[config.mk]
export PLATFORM = sky130hd
export DESIGN_NAME = fifo_fwft_thresh
export DESIGN_NICKNAME = d
export VERILOG_FILES = /design/src/rtl/fifo_pkg.sv /design/src/rtl/fifo_sdp_ram.sv /design/src/rtl/fifo_fwft_thresh.sv
export SDC_FILE = /design/constraint.sdc
export NUM_CORES = 1
export LEC_CHECK = 0
export ABC_AREA = 0
export BUFFER_PORTS_ARGS = -buffer_cell sky130_fd_sc_hd__clkbuf_2
export CORE_ASPECT_RATIO = 1.75
export CORE_MARGIN = 1.5
export CORE_UTILIZATION = 27
export CTS_CLUSTER_SIZE = 40
export DETAILED_ROUTE_END_ITERATION = 10
export PLACE_DENSITY = 0.42
export SYNTH_ARGS = -nofsm -noshare
export SYNTH_HDL_FRONTEND = slang
export SYNTH_HIERARCHICAL = 1
export SYNTH_SLANG_ARGS = --single-unit
[constraint.sdc]
create_clock -name clk -period 10.68 [get_ports clk]
set_input_delay 2.136 -clock clk [delete_from_list [all_inputs] [get_ports clk]]
set_output_delay 2.136 -clock clk [all_outputs]
set_load 0.1 [all_outputs]
[src/rtl/fifo_pkg.sv]
// Shared types and elaboration helpers for the FWFT/threshold FIFO.
package fifo_pkg;

  typedef struct packed {
    logic full;
    logic empty;
    logic almost_full;
    logic almost_empty;
    logic overflow;
    logic underflow;
  } fifo_status_t;

  function automatic int unsigned addr_width(input int unsigned depth);
    return (depth > 1) ? $clog2(depth) : 1;
  endfunction

  function automatic bit is_pow2(input int unsigned value);
    return (value != 0) && ((value & (value - 1)) == 0);
  endfunction

endpackage

[src/rtl/fifo_sdp_ram.sv]
// Simple dual-port storage: synchronous write, asynchronous read, no reset.
module fifo_sdp_ram #(
  parameter int unsigned Depth = 128,
  parameter int unsigned Width = 8,
  parameter int unsigned AddrW = $clog2(Depth)
) (
  input  logic             clk_i,
  input  logic             we_i,
  input  logic [AddrW-1:0] waddr_i,
  input  logic [Width-1:0] wdata_i,
  input  logic [AddrW-1:0] raddr_i,
  output logic [Width-1:0] rdata_o
);

  logic [Width-1:0] mem_q [Depth];

  always_ff @(posedge clk_i) begin
    if (we_i) begin
      mem_q[waddr_i] <= wdata_i;
    end
  end

  assign rdata_o = mem_q[raddr_i];

endmodule

[src/rtl/fifo_fwft_thresh.sv]
// Single-clock FIFO with FWFT or registered read, fill count, programmable
// almost-full/almost-empty thresholds, sticky overflow/underflow and sync flush.
module fifo_fwft_thresh
  import fifo_pkg::*;
#(
  parameter int unsigned DEPTH      = 128,
  parameter int unsigned DATA_WIDTH = 8,
  parameter int unsigned AF_THRESH  = DEPTH - 4,
  parameter int unsigned AE_THRESH  = 4,
  parameter int unsigned FWFT       = 1
) (
  input  logic                  clk,
  input  logic                  rst_n,
  input  logic                  clear,
  input  logic                  wr_en,
  input  logic [DATA_WIDTH-1:0] wr_data,
  input  logic                  rd_en,
  output logic [DATA_WIDTH-1:0] rd_data,
  output logic                  rd_valid,
  output logic                  full,
  output logic                  empty,
  output logic                  almost_full,
  output logic                  almost_empty,
  output logic [$clog2(DEPTH):0] count,
  output logic                  overflow,
  output logic                  underflow
);

  localparam int unsigned AW = addr_width(DEPTH);
  localparam int unsigned CW = AW + 1;
  localparam logic [CW-1:0] AfLevel = CW'(AF_THRESH);
  localparam logic [CW-1:0] AeLevel = CW'(AE_THRESH);

  if (!is_pow2(DEPTH) || DEPTH < 4) begin : g_bad_depth
    $error("fifo_fwft_thresh: DEPTH must be a power of two and at least 4");
  end
  if (AE_THRESH >= AF_THRESH) begin : g_bad_thresh
    $error("fifo_fwft_thresh: AE_THRESH must be below AF_THRESH");
  end

  logic [CW-1:0]         wr_ptr_q, wr_ptr_d;
  logic [CW-1:0]         rd_ptr_q, rd_ptr_d;
  logic                  ovf_q, ovf_d;
  logic                  unf_q, unf_d;
  logic [CW-1:0]         fill;
  logic                  push, pop;
  logic [DATA_WIDTH-1:0] head_data;
  fifo_status_t          status;

  // Extra MSB on each pointer distinguishes full from empty when low bits match.
  assign fill = wr_ptr_q - rd_ptr_q;

  always_comb begin
    status              = '0;
    status.empty        = (wr_ptr_q == rd_ptr_q);
    status.full         = (wr_ptr_q[AW-1:0] == rd_ptr_q[AW-1:0]) &&
                          (wr_ptr_q[AW] != rd_ptr_q[AW]);
    status.almost_full  = (fill >= AfLevel);
    status.almost_empty = (fill <= AeLevel);
    status.overflow     = ovf_q;
    status.underflow    = unf_q;
  end

  // A pop in the same cycle frees the slot, so a full FIFO still accepts the write.
  assign pop  = rd_en & ~status.empty & ~clear;
  assign push = wr_en & (~status.full | pop) & ~clear;

  always_comb begin
    wr_ptr_d = wr_ptr_q;
    rd_ptr_d = rd_ptr_q;
    ovf_d    = ovf_q;
    unf_d    = unf_q;
    if (clear) begin
      wr_ptr_d = '0;
      rd_ptr_d = '0;
      ovf_d    = 1'b0;
      unf_d    = 1'b0;
    end else begin
      if (push) begin
        wr_ptr_d = wr_ptr_q + CW'(1);
      end
      if (pop) begin
        rd_ptr_d = rd_ptr_q + CW'(1);
      end
      if (wr_en && !push) begin
        ovf_d = 1'b1;
      end
      if (rd_en && !pop) begin
        unf_d = 1'b1;
      end
    end
  end

  always_ff @(posedge clk or negedge rst_n) begin
    if (!rst_n) begin
      wr_ptr_q <= '0;
      rd_ptr_q <= '0;
      ovf_q    <= 1'b0;
      unf_q    <= 1'b0;
    end else begin
      wr_ptr_q <= wr_ptr_d;
      rd_ptr_q <= rd_ptr_d;
      ovf_q    <= ovf_d;
      unf_q    <= unf_d;
    end
  end

  fifo_sdp_ram #(
    .Depth (DEPTH),
    .Width (DATA_WIDTH),
    .AddrW (AW)
  ) u_ram (
    .clk_i   (clk),
    .we_i    (push),
    .waddr_i (wr_ptr_q[AW-1:0]),
    .wdata_i (wr_data),
    .raddr_i (rd_ptr_q[AW-1:0]),
    .rdata_o (head_data)
  );

  if (FWFT != 0) begin : g_fwft
    // Gate the stale head entry so an empty FIFO presents zero.
    assign rd_valid = ~status.empty;
    assign rd_data  = status.empty ? '0 : head_data;
  end else begin : g_reg
    logic                  rd_valid_q, rd_valid_d;
    logic [DATA_WIDTH-1:0] rd_data_q, rd_data_d;

    always_comb begin
      rd_valid_d = rd_valid_q;
      rd_data_d  = rd_data_q;
      if (clear) begin
        rd_valid_d = 1'b0;
      end else begin
        rd_valid_d = pop;
        if (pop) begin
          rd_data_d = head_data;
        end
      end
    end

    always_ff @(posedge clk or negedge rst_n) begin
      if (!rst_n) begin
        rd_valid_q <= 1'b0;
        rd_data_q  <= '0;
      end else begin
        rd_valid_q <= rd_valid_d;
        rd_data_q  <= rd_data_d;
      end
    end

    assign rd_valid = rd_valid_q;
    assign rd_data  = rd_data_q;
  end

  assign full         = status.full;
  assign empty        = status.empty;
  assign almost_full  = status.almost_full;
  assign almost_empty = status.almost_empty;
  assign overflow     = status.overflow;
  assign underflow    = status.underflow;
  assign count        = fill;

endmodule

==> flow_summary.toml, run 1 <==
[final_layout]
design.final.nets = 1907
drive_gt1_share_pct = 30.2
area.growth.synth_to_final_pct = 14.4
utilization_pct = 31.2
final_cell_count_no_fill = 3955
fillerInstances = 14600

[worst_setup_path]
timing.rr.end = "u_ram/mem_q[22][2]"
ff_to_ff_path_depth = 11
worst-path-max-fanout = 36
cp-start-kind = "flop"
cp_data_required_time_ns = 8.54
cp.arrival_ns = 5.43
critPathCaptureType = "output pin"
regToRegSetupSlack_ns = 4.79
worstSetupStartpoint = "rd_ptr_q[0]"
crit_type = "flop to output pin"
crit-reg2reg-launch = "rd_ptr_q[1]"
crit_end = "rd_data[0]"

[timing]
setup_repair_after_global_routing_missed_its_margin = "false"
fin_hold_ws_ns = 0.500
finalClockSkew_ns = 0.0431
finalSetupViolCount = 0
hold_violations = 0
slew-limit-headroom_pct = 21.7
timing.fmax_mhz = 132
final_max_slew_viol_count = 0
final_min_period_over_clock_period_pct = 70.9
worst-slew-pin-transition_ns = 1.17
final_tns_setup_ns = 0
postLayoutSetupSlackWorst_ns = 3.11
final_period_minus_worst_setup_slack_ns = 7.57

[route]
dr_total_vias = 18500
drt_iter0_drc = 1383
wl_per_cell_microns = 28.2
ant_nets = 0
route.detailed.vias_per_inst = 4.68
drc_errors = 0
dr.pass1.iters = 5
totalWireLength_microns = 112000

[synth]
synth-edff-count = 1024
synth.distinct_cells = 46
ff_latch_count_synth = 1042
syn_area_per_cell_sq_um = 22.8
postSynthCellCount = 1792
synth-main-ff-cell = "sky130_fd_sc_hd__edfxtp_1"
synthesis.area_sq_mm = 0.0409
ys_top_cells_by_area = "sky130_fd_sc_hd__edfxtp_1 75%, sky130_fd_sc_hd__mux4_2 19%, sky130_fd_sc_hd__nor2_1 1.3%, sky130_fd_sc_hd__dfrtp_1 1.1%, sky130_fd_sc_hd__clkbuf_1 0.44%"
yosys.area.top_type = "sky130_fd_sc_hd__edfxtp_1"
synthesis.yosys.warnings = 6
netlist_top_cells_count = "1,024 x sky130_fd_sc_hd__edfxtp_1, 336 x sky130_fd_sc_hd__mux4_2, 139 x sky130_fd_sc_hd__nor2_1"
most_frequent_cell_after_synthesis = "sky130_fd_sc_hd__edfxtp_1"
synth_top_area_share_pct = 75.2
syn_nets = 1815
yosysSeqAreaShare_pct = 76.3
async_flop_share_pct = 1.73

[clock_tree]
post-cts-setup-buffer-count = 0
clkLatencyLatePin_ns = 0.71
hold_buffers = 0
cts_tree = "yes"
cts_buffers = 91
cts-resized-gates = 0
cts_sinks = 1042
clk_transition_reported_paths_ns = 0.06
h-tree-depth = 3
clock_tree.root_cell = "sky130_fd_sc_hd__clkbuf_16"
max-clock-path-buffers = 3

[placement]
dp_wirelength_microns = 72200
gp_congestion = 0.786
placement.io_buffers = 35
place.detailed.instances = 3786
detailedPlace.worstSlack_ns = 3.72

[min_path]
holdCritPathClass = "flop to flop"
holdCritStartpoint = "overflow"

[power]
sequentialPowerShare_pct = 49.6
switching_share_pct = 25.3
maximum_vdd_ir_drop_v = 0.000206
leakagePower_nw = 13.6
comb_power_share_pct = 12.9
power_density_mw_per_mm2 = 195
clock_power_share_pct = 37.5
internal_power_mw = 6.82
power_switching_mw = 2.31

[floorplan]
start_util_pct = 27.2
floorplan.die.width_microns = 297
num_rows = 188
core_sq_mm = 0.150
io-pin-count = 36
vertical_die_dimension_microns = 518
die_area_sq_mm = 0.154

[global_route]
grt.overflow.total = 0
first_global_vias = 19900
antenna_found_initial = 2
global_route_wire_length_before_repair_microns = 158000
grt_max_degree = 86
gr-usage-all-layers_pct = 14.6

[run_status]
outcome = "complete, no violations"

[run]
cap_viol_max_count = 0
## flip-flops by register name, summed over array words and instances, names as in the netlist
name / count
wr_ptr_q: 8
overflow: 1
u_ram/mem_q: 1024
rd_ptr_q: 8
underflow: 1
## power groups by stage
stage	logic, mW	registers (mW)	clock network, mW
after floorplan	0.866	4.59	0
after global placement	1.21	4.62	0
after detailed placement	1.22	4.62	0
after CTS	1.22	4.53	3.54
after global routing	1.24	4.53	3.67
final	1.18	4.53	3.42
## logic make-up after synthesis
logic type	synth area share (%)
muxes	18.8
buffers and inverters	1.18
and+or+nand+nor	2.62
AOI/OAI and AO/OA	0.465
adders and majority gates	0.324
DFF	76.3
xor gates and xnor gates	0.361
## worst max-delay path: stages, from the launching register on
cell                       delay (ns)
sky130_fd_sc_hd__dfrtp_4         0.89
sky130_fd_sc_hd__buf_4           0.76
sky130_fd_sc_hd__buf_4           0.42
sky130_fd_sc_hd__mux4_2          0.54
sky130_fd_sc_hd__mux4_2          0.54
sky130_fd_sc_hd__mux4_2          0.56
sky130_fd_sc_hd__mux2_2          0.31
sky130_fd_sc_hd__nor2b_1         0.18
sky130_fd_sc_hd__clkbuf_2        0.44
## metal layers
| layer | part of all wire [%] | vias up | global-route usage [%] |
|---|---|---|---|
| li1 | - | 7743 | - |
| met1 | 36 | 10300 | 15.6 |
| met2 | 58 | 375 | 29.0 |
| met3 | 3.0 | 129 | 1.87 |
| met4 | 2.7 | 0 | 4.52 |
| met5 | 0 | - | 0 |
## placed cells by master, fill, tap and decap left out, drive strengths merged, types with 18 or more instances in the layout
master  netlist  layout
clkinv        0      37
dfrtp        18      18
buf          48      68
edfxtp     1024    1024
inv          14      18
mux4        336     336
nand2        19      19
clkbuf       48     138
nand3        21      21
nor2        140     140
## stage by stage
step,power [mW],cell area (sq um)
floorplan,5.46,40900
global placement,5.83,43700
detailed placement,5.84,43700
CTS,9.29,46800
global route,9.45,46800
finish,9.13,46800
## how the worst min path moves through the flow
stage / endpoint / slack, ns / depth (start not counted)
after floorplan: rd_ptr_q[5] / 0.55 / 2
after global placement: overflow / 0.49 / 2
after detailed placement: overflow / 0.50 / 2
after CTS: overflow / 0.51 / 2
after global routing: overflow / 0.53 / 2
final: overflow / 0.50 / 2
## layout make-up
type / instances / area (sq um) / share of cell area, %
Antenna cell: 1 / 2.50 / 0.00535
Clock buffer: 111 / 2370 / 5.07
Clock inverter: 57 / 703 / 1.50
Inverter: 14 / 52.6 / 0.112
Multi-Input combinational cell: 640 / 9240 / 19.8
Sequential cell: 1042 / 31200 / 66.8
Tap cell: 1995 / 2500 / 5.34
Timing Repair Buffer: 95 / 683 / 1.46
Note: power is estimated with default switching activity, not from simulation.
==> inputs of run 2 (changes only) <==
- clock period: 10.68 -> 7.5 ns (I/O delays scaled with it)
==> run 2 against run 1 <==
Compared with the run above: hold slack improved by 0.034 ns; first-iteration DRC count is 1.0% lower; non-clock buffer count shrank 8; via count increased by 0.34%; sequential cell count is the same; largest cell class unchanged; largest power group unchanged.
==> flow_summary.toml, run 2 (synthesized netlist as in run 1, its figures left out) <==
[global_route]
grt.overflow.total = 0
gr-usage-all-layers_pct = 14.6
grt_max_degree = 87
global_route_wire_length_before_repair_microns = 160000
antenna_found_initial = 2
first_global_vias = 20300

[floorplan]
io-pin-count = 36
vertical_die_dimension_microns = 518
die_area_sq_mm = 0.154
start_util_pct = 27.2
core_sq_mm = 0.150
floorplan.die.width_microns = 297
num_rows = 188

[placement]
dp_wirelength_microns = 72400
placement.io_buffers = 35
gp_congestion = 0.795

[route]
ant_nets = 0
drt_iter0_drc = 1369
drc_errors = 0
totalWireLength_microns = 112000
wl_per_cell_microns = 28.3
route.detailed.vias_per_inst = 4.70
dr.pass1.iters = 5
dr_total_vias = 18600

[power]
switching_share_pct = 24.8
clock_power_share_pct = 37.9
power_density_mw_per_mm2 = 281
comb_power_share_pct = 13.1
fin_total_pwr_mw = 13.2
power_switching_mw = 3.27
leakagePower_nw = 13.6
internal_power_mw = 9.91
maximum_vdd_ir_drop_v = 0.000326
sequentialPowerShare_pct = 49.0

[final_layout]
fillerInstances = 14500
utilization_pct = 31.2
area.growth.synth_to_final_pct = 14.6
design.final.nets = 1902
regMostFlops = "u_ram/mem_q"
final_cell_mix = "1,024 x sky130_fd_sc_hd__edfxtp_1, 336 x sky130_fd_sc_hd__mux4_2, 139 x sky130_fd_sc_hd__nor2_1"
final_common_cell = "sky130_fd_sc_hd__edfxtp_1"
largest_register_ffs = 1024
reg_top3 = "u_ram/mem_q: 1024 flops, rd_ptr_q: 8 flops, wr_ptr_q: 8 flops"
drive_gt1_share_pct = 30.0

[clock_tree]
cts_tree = "yes"
cts_sinks = 1042
post-cts-setup-buffer-count = 0
clkLatencyLatePin_ns = 0.70
cts-resized-gates = 0
clk_transition_reported_paths_ns = 0.07
max-clock-path-buffers = 3
clock_tree.root_cell = "sky130_fd_sc_hd__clkbuf_16"
h-tree-depth = 3
cts_buffers = 94
hold_buffers = 0

[timing]
final_min_period_over_clock_period_pct = 83.4
worst-slew-pin-transition_ns = 1.31
hold_violations = 0
slew-limit-headroom_pct = 12.4
final_max_slew_viol_count = 0
timing.fmax_mhz = 160
final_tns_setup_ns = 0
finalSetupViolCount = 0
setup_repair_after_global_routing_missed_its_margin = "false"
finalClockSkew_ns = 0.0280
final_period_minus_worst_setup_slack_ns = 6.25

[min_path]
holdCritPathClass = "flop to flop"

[worst_setup_path]
cp.arrival_ns = 4.75
cp-start-kind = "flop"
crit_type = "flop to output pin"
critPathCaptureType = "output pin"
cp_data_required_time_ns = 6.00
worst-path-max-fanout = 36

[run_status]
outcome = "complete, no violations"

[run]
cap_viol_max_count = 0
## run 2: cell types whose count changed in the layout (fill, tap and decap cells not counted), sizes merged
cell	before	now
clkinv	37	32
clkbuf	138	142
diode	1	7
buf	68	60
bufinv	11	14
## run 2: per-layer routing
metal | routed length, microns | vias up | global-route usage (%)
met2 | 65700 | 360 | 29.5
met3 | 3410 | 95 | 1.84
met4 | 2390 | 0 | 3.50
met5 | 0 | - | 0
met1 | 40300 | 10400 | 15.7
li1 | - | 7734 | -
## run 2: cell type report
| type | count | area, sq um | area share, % |
|---|---|---|---|
| well taps | 1995 | 2500 | 5.33 |
| clock buffers | 115 | 2470 | 5.28 |
| repair buffers | 87 | 711 | 1.52 |
| diodes | 7 | 17.5 | 0.0374 |
| flip-flops and latches | 1042 | 31200 | 66.6 |
| clock inverters | 55 | 652 | 1.39 |
| inverters | 14 | 52.6 | 0.112 |
| multi-input cells | 640 | 9240 | 19.7 |
## run 2: power by group through the flow
stage          clock network [mW]  registers [mW]  logic, mW
6_report                     5.00            6.46       1.73
5_1_grt                      5.33            6.46       1.82
4_1_cts                      5.14            6.47       1.79
3_5_place_dp                    0            6.59       1.79
3_3_place_gp                    0            6.59       1.78
2_1_floorplan                   0            6.54       1.23
## run 2: worst max-delay path, stage by stage (launching register included)
cell and delay (ns):
sky130_fd_sc_hd__dfrtp_4 1.00, sky130_fd_sc_hd__buf_12 0.38, sky130_fd_sc_hd__mux4_2 0.62, sky130_fd_sc_hd__mux4_2 0.60
sky130_fd_sc_hd__mux4_2 0.58, sky130_fd_sc_hd__mux2_2 0.31, sky130_fd_sc_hd__nor2b_1 0.15, sky130_fd_sc_hd__clkbuf_2 0.37
## run 2: metrics by stage
| step | worst slack [ns] | instances | hold WS [ns] | area (sq um) |
|---|---|---|---|---|
| 2_1_floorplan | 0.704 | 1792 | 0.549 | 40900 |
| 3_3_place_gp | 1.89 | 3778 | 0.485 | 43700 |
| 3_5_place_dp | 1.88 | 3778 | 0.519 | 43700 |
| 4_1_cts | 1.10 | 3948 | 0.537 | 46800 |
| 5_1_grt | 1.07 | 3949 | 0.577 | 46800 |
| 6_report | 1.25 | 3955 | 0.533 | 46900 |
## run 2: worst paths after layout
path / to / slack [ns] / cells after the start / startpoint
min in group asynchronous: wr_ptr_q[0] / 0.77 / 1 / rst_n
hold reg to reg: overflow / 0.53 / 2 / overflow
hold / removal: overflow / 0.53 / 2 / overflow
setup / recovery: rd_data[6] / 1.25 / 7 / rd_ptr_q[0]
max in group asynchronous: rd_ptr_q[1] / 6.32 / 1 / rst_n
setup reg to reg: u_ram/mem_q[111][0] / 2.58 / 11 / rd_ptr_q[2]
==> inputs of run 3 (changes only) <==
- ABC_AREA: 0 -> 1
- PLACE_DENSITY: 0.42 -> 0.43
- clock period: 7.5 -> 5.28 ns (I/O delays scaled with it)
==> run 3 against run 2 <==
Compared with the run above: clock power up 43%; area after synthesis up 6.6%; clock skew down 0.0015 ns; hold slack worse by 0.21 ns; non-clock buffer count up 27; cell area up 4.8%; critical path type unchanged; largest power group unchanged; highest routed layer unchanged.
==> flow_summary.toml, run 3 <==
[synth]
ff_latch_count_synth = 1042
yosys.area.top_type = "sky130_fd_sc_hd__edfxtp_1"
most_frequent_cell_after_synthesis = "sky130_fd_sc_hd__nand2_1"
yosysSeqAreaShare_pct = 71.6
syn_nets = 3836
ys_top_cells_by_area = "sky130_fd_sc_hd__edfxtp_1 71%, sky130_fd_sc_hd__nand3_1 11%, sky130_fd_sc_hd__nand2_1 11%, sky130_fd_sc_hd__buf_2 1.4%, sky130_fd_sc_hd__nor2_1 1.3%"
synthesis.area_sq_mm = 0.0436
syn_area_per_cell_sq_um = 11.4
postSynthCellCount = 3813
synth.distinct_cells = 33
synth-main-ff-cell = "sky130_fd_sc_hd__edfxtp_1"
netlist_top_cells_count = "1,286 x sky130_fd_sc_hd__nand2_1, 1,024 x sky130_fd_sc_hd__edfxtp_1, 965 x sky130_fd_sc_hd__nand3_1"
synthesis.yosys.warnings = 6
synth-edff-count = 1024
async_flop_share_pct = 1.73
synth_top_area_share_pct = 70.6

[timing]
hold_violations = 0
final_tns_setup_ns = 0
finalClockSkew_ns = 0.0265
final_max_slew_viol_count = 0
finalSetupViolCount = 0
final_min_period_over_clock_period_pct = 92.8
postLayoutSetupSlackWorst_ns = 0.380
setup_repair_after_global_routing_missed_its_margin = "false"
slew-limit-headroom_pct = 30.4
final_period_minus_worst_setup_slack_ns = 4.90
worst-slew-pin-transition_ns = 1.04
timing.fmax_mhz = 204

[final_layout]
area.growth.synth_to_final_pct = 12.7
regMostFlops = "u_ram/mem_q"
final_cell_count_no_fill = 5923
reg_top3 = "u_ram/mem_q: 1024 flops, rd_ptr_q: 8 flops, wr_ptr_q: 8 flops"
final_cell_mix = "1,286 x sky130_fd_sc_hd__nand2_1, 1,024 x sky130_fd_sc_hd__edfxtp_1, 965 x sky130_fd_sc_hd__nand3_1"
drive_gt1_share_pct = 6.91
final_common_cell = "sky130_fd_sc_hd__nand2_1"
final_cell_area_sq_mm = 0.0491
largest_register_ffs = 1024
design.final.nets = 3811

[floorplan]
die_area_sq_mm = 0.164
io-pin-count = 36
core_sq_mm = 0.160
start_util_pct = 27.2
num_rows = 194
floorplan.die.width_microns = 307
vertical_die_dimension_microns = 534

[clock_tree]
hold_buffers = 0
cts_sinks = 1042
cts-resized-gates = 0
h-tree-depth = 3
cts_buffers = 95
clkLatencyLatePin_ns = 0.70
clk_transition_reported_paths_ns = 0.07
max-clock-path-buffers = 3
post-cts-setup-buffer-count = 0
clock_tree.root_cell = "sky130_fd_sc_hd__clkbuf_16"
cts_tree = "yes"

[global_route]
first_global_vias = 28400
gr-usage-all-layers_pct = 16.4
antenna_found_initial = 1
grt_max_degree = 137
grt.overflow.total = 0
global_route_wire_length_before_repair_microns = 198000

[min_path]
holdCritPathClass = "input port to async pin"

[worst_setup_path]
worst-path-max-fanout = 75
crit_type = "flop to output pin"
cp.arrival_ns = 3.84
critPathCaptureType = "output pin"
cp_data_required_time_ns = 4.22
cp-start-kind = "flop"

[power]
fin_total_pwr_mw = 22.5
maximum_vdd_ir_drop_v = 0.000566
power_density_mw_per_mm2 = 458
leakagePower_nw = 17.2

[route]
totalWireLength_microns = 137000
dr_total_vias = 28200
ant_nets = 0
drc_errors = 0
route.detailed.vias_per_inst = 4.76
drt_iter0_drc = 1995
dr.pass1.iters = 5
wl_per_cell_microns = 23.1

[run_status]
outcome = "complete, no violations"

[placement]
placement.cell_area_sq_mm = 0.0460
placement.io_buffers = 35
gp_congestion = 0.796
detailedPlace.worstSlack_ns = 1.09
dp_wirelength_microns = 80000
place.detailed.instances = 5749

[run]
cap_viol_max_count = 0
-- run 3: cell families (layout without fill, tap and decap cells) --
group / after synthesis / count (layout) / synth area share, %
xor+xnor: 8 / 8 / 0.178
simple gates: 2430 / 2430 / 23.9
other cells: 0 / 1 / 0
fa+ha+maj: 10 / 10 / 0.304
compound gates: 18 / 18 / 0.267
flops: 1042 / 1042 / 71.6
buf+inv: 305 / 356 / 3.73
-- run 3: layout make-up --
class	count	area [sq um]
tap	2058	2570
clock inverter	54	596
fill	16100	111000
sequential	1042	31200
multi-input combinational	2466	10700
antenna	1	2.50
clock buffer	119	2530
inverter	69	285
timing repair buffer	114	1180
-- run 3: stage by stage --
step	utilization (%)	hold WS [ns]
4_1_cts	30.7	0.283
6_report	30.7	0.328
3_5_place_dp	28.8	0.501
2_1_floorplan	-	0.491
3_3_place_gp	28.8	0.486
5_1_grt	30.7	0.336
-- run 3: power by group --
part	switching, mW	internal (mW)
combinational	4.60	1.58
clock	3.13	4.03
sequential	0.0562	9.09
total	7.80	14.7
-- run 3: path summary, 6_finish.rpt --
kind / startpoint / to / slack, ns / cells past startpoint
max: rd_ptr_q[0] / rd_data[2] / 0.38 / 15
min: rst_n / wr_ptr_q[5] / 0.33 / 1
max reg2reg: rd_ptr_q[3] / u_ram/mem_q[14][2] / 1.14 / 14
min reg2reg: underflow / underflow / 0.51 / 2
max in group asynchronous: rst_n / rd_ptr_q[2] / 4.54 / 1
min in group clk: underflow / underflow / 0.51 / 2
-- run 3: critical path, stage by stage, from the launching register on --
cell and delay (ns):
sky130_fd_sc_hd__dfrtp_4 0.70, sky130_fd_sc_hd__buf_12 0.29, sky130_fd_sc_hd__buf_12 0.32, sky130_fd_sc_hd__nand2_1 0.09, sky130_fd_sc_hd__nand3_1 0.10, sky130_fd_sc_hd__nand3_1 0.12, sky130_fd_sc_hd__nand3_1 0.21, sky130_fd_sc_hd__nand2_1 0.19
sky130_fd_sc_hd__nand2_1 0.10, sky130_fd_sc_hd__nand3_1 0.11, sky130_fd_sc_hd__nand2_1 0.10, sky130_fd_sc_hd__nand2_1 0.14, sky130_fd_sc_hd__nand2_1 0.17, sky130_fd_sc_hd__nand2_1 0.07, sky130_fd_sc_hd__inv_1 0.11, sky130_fd_sc_hd__buf_12 0.18
-- run 3: routing by layer --
layer,share of wire (%),track usage (%)
met4,3.6,6.36
met1,39,18.7
met2,54,31.2
met5,0,0
met3,3.1,1.60
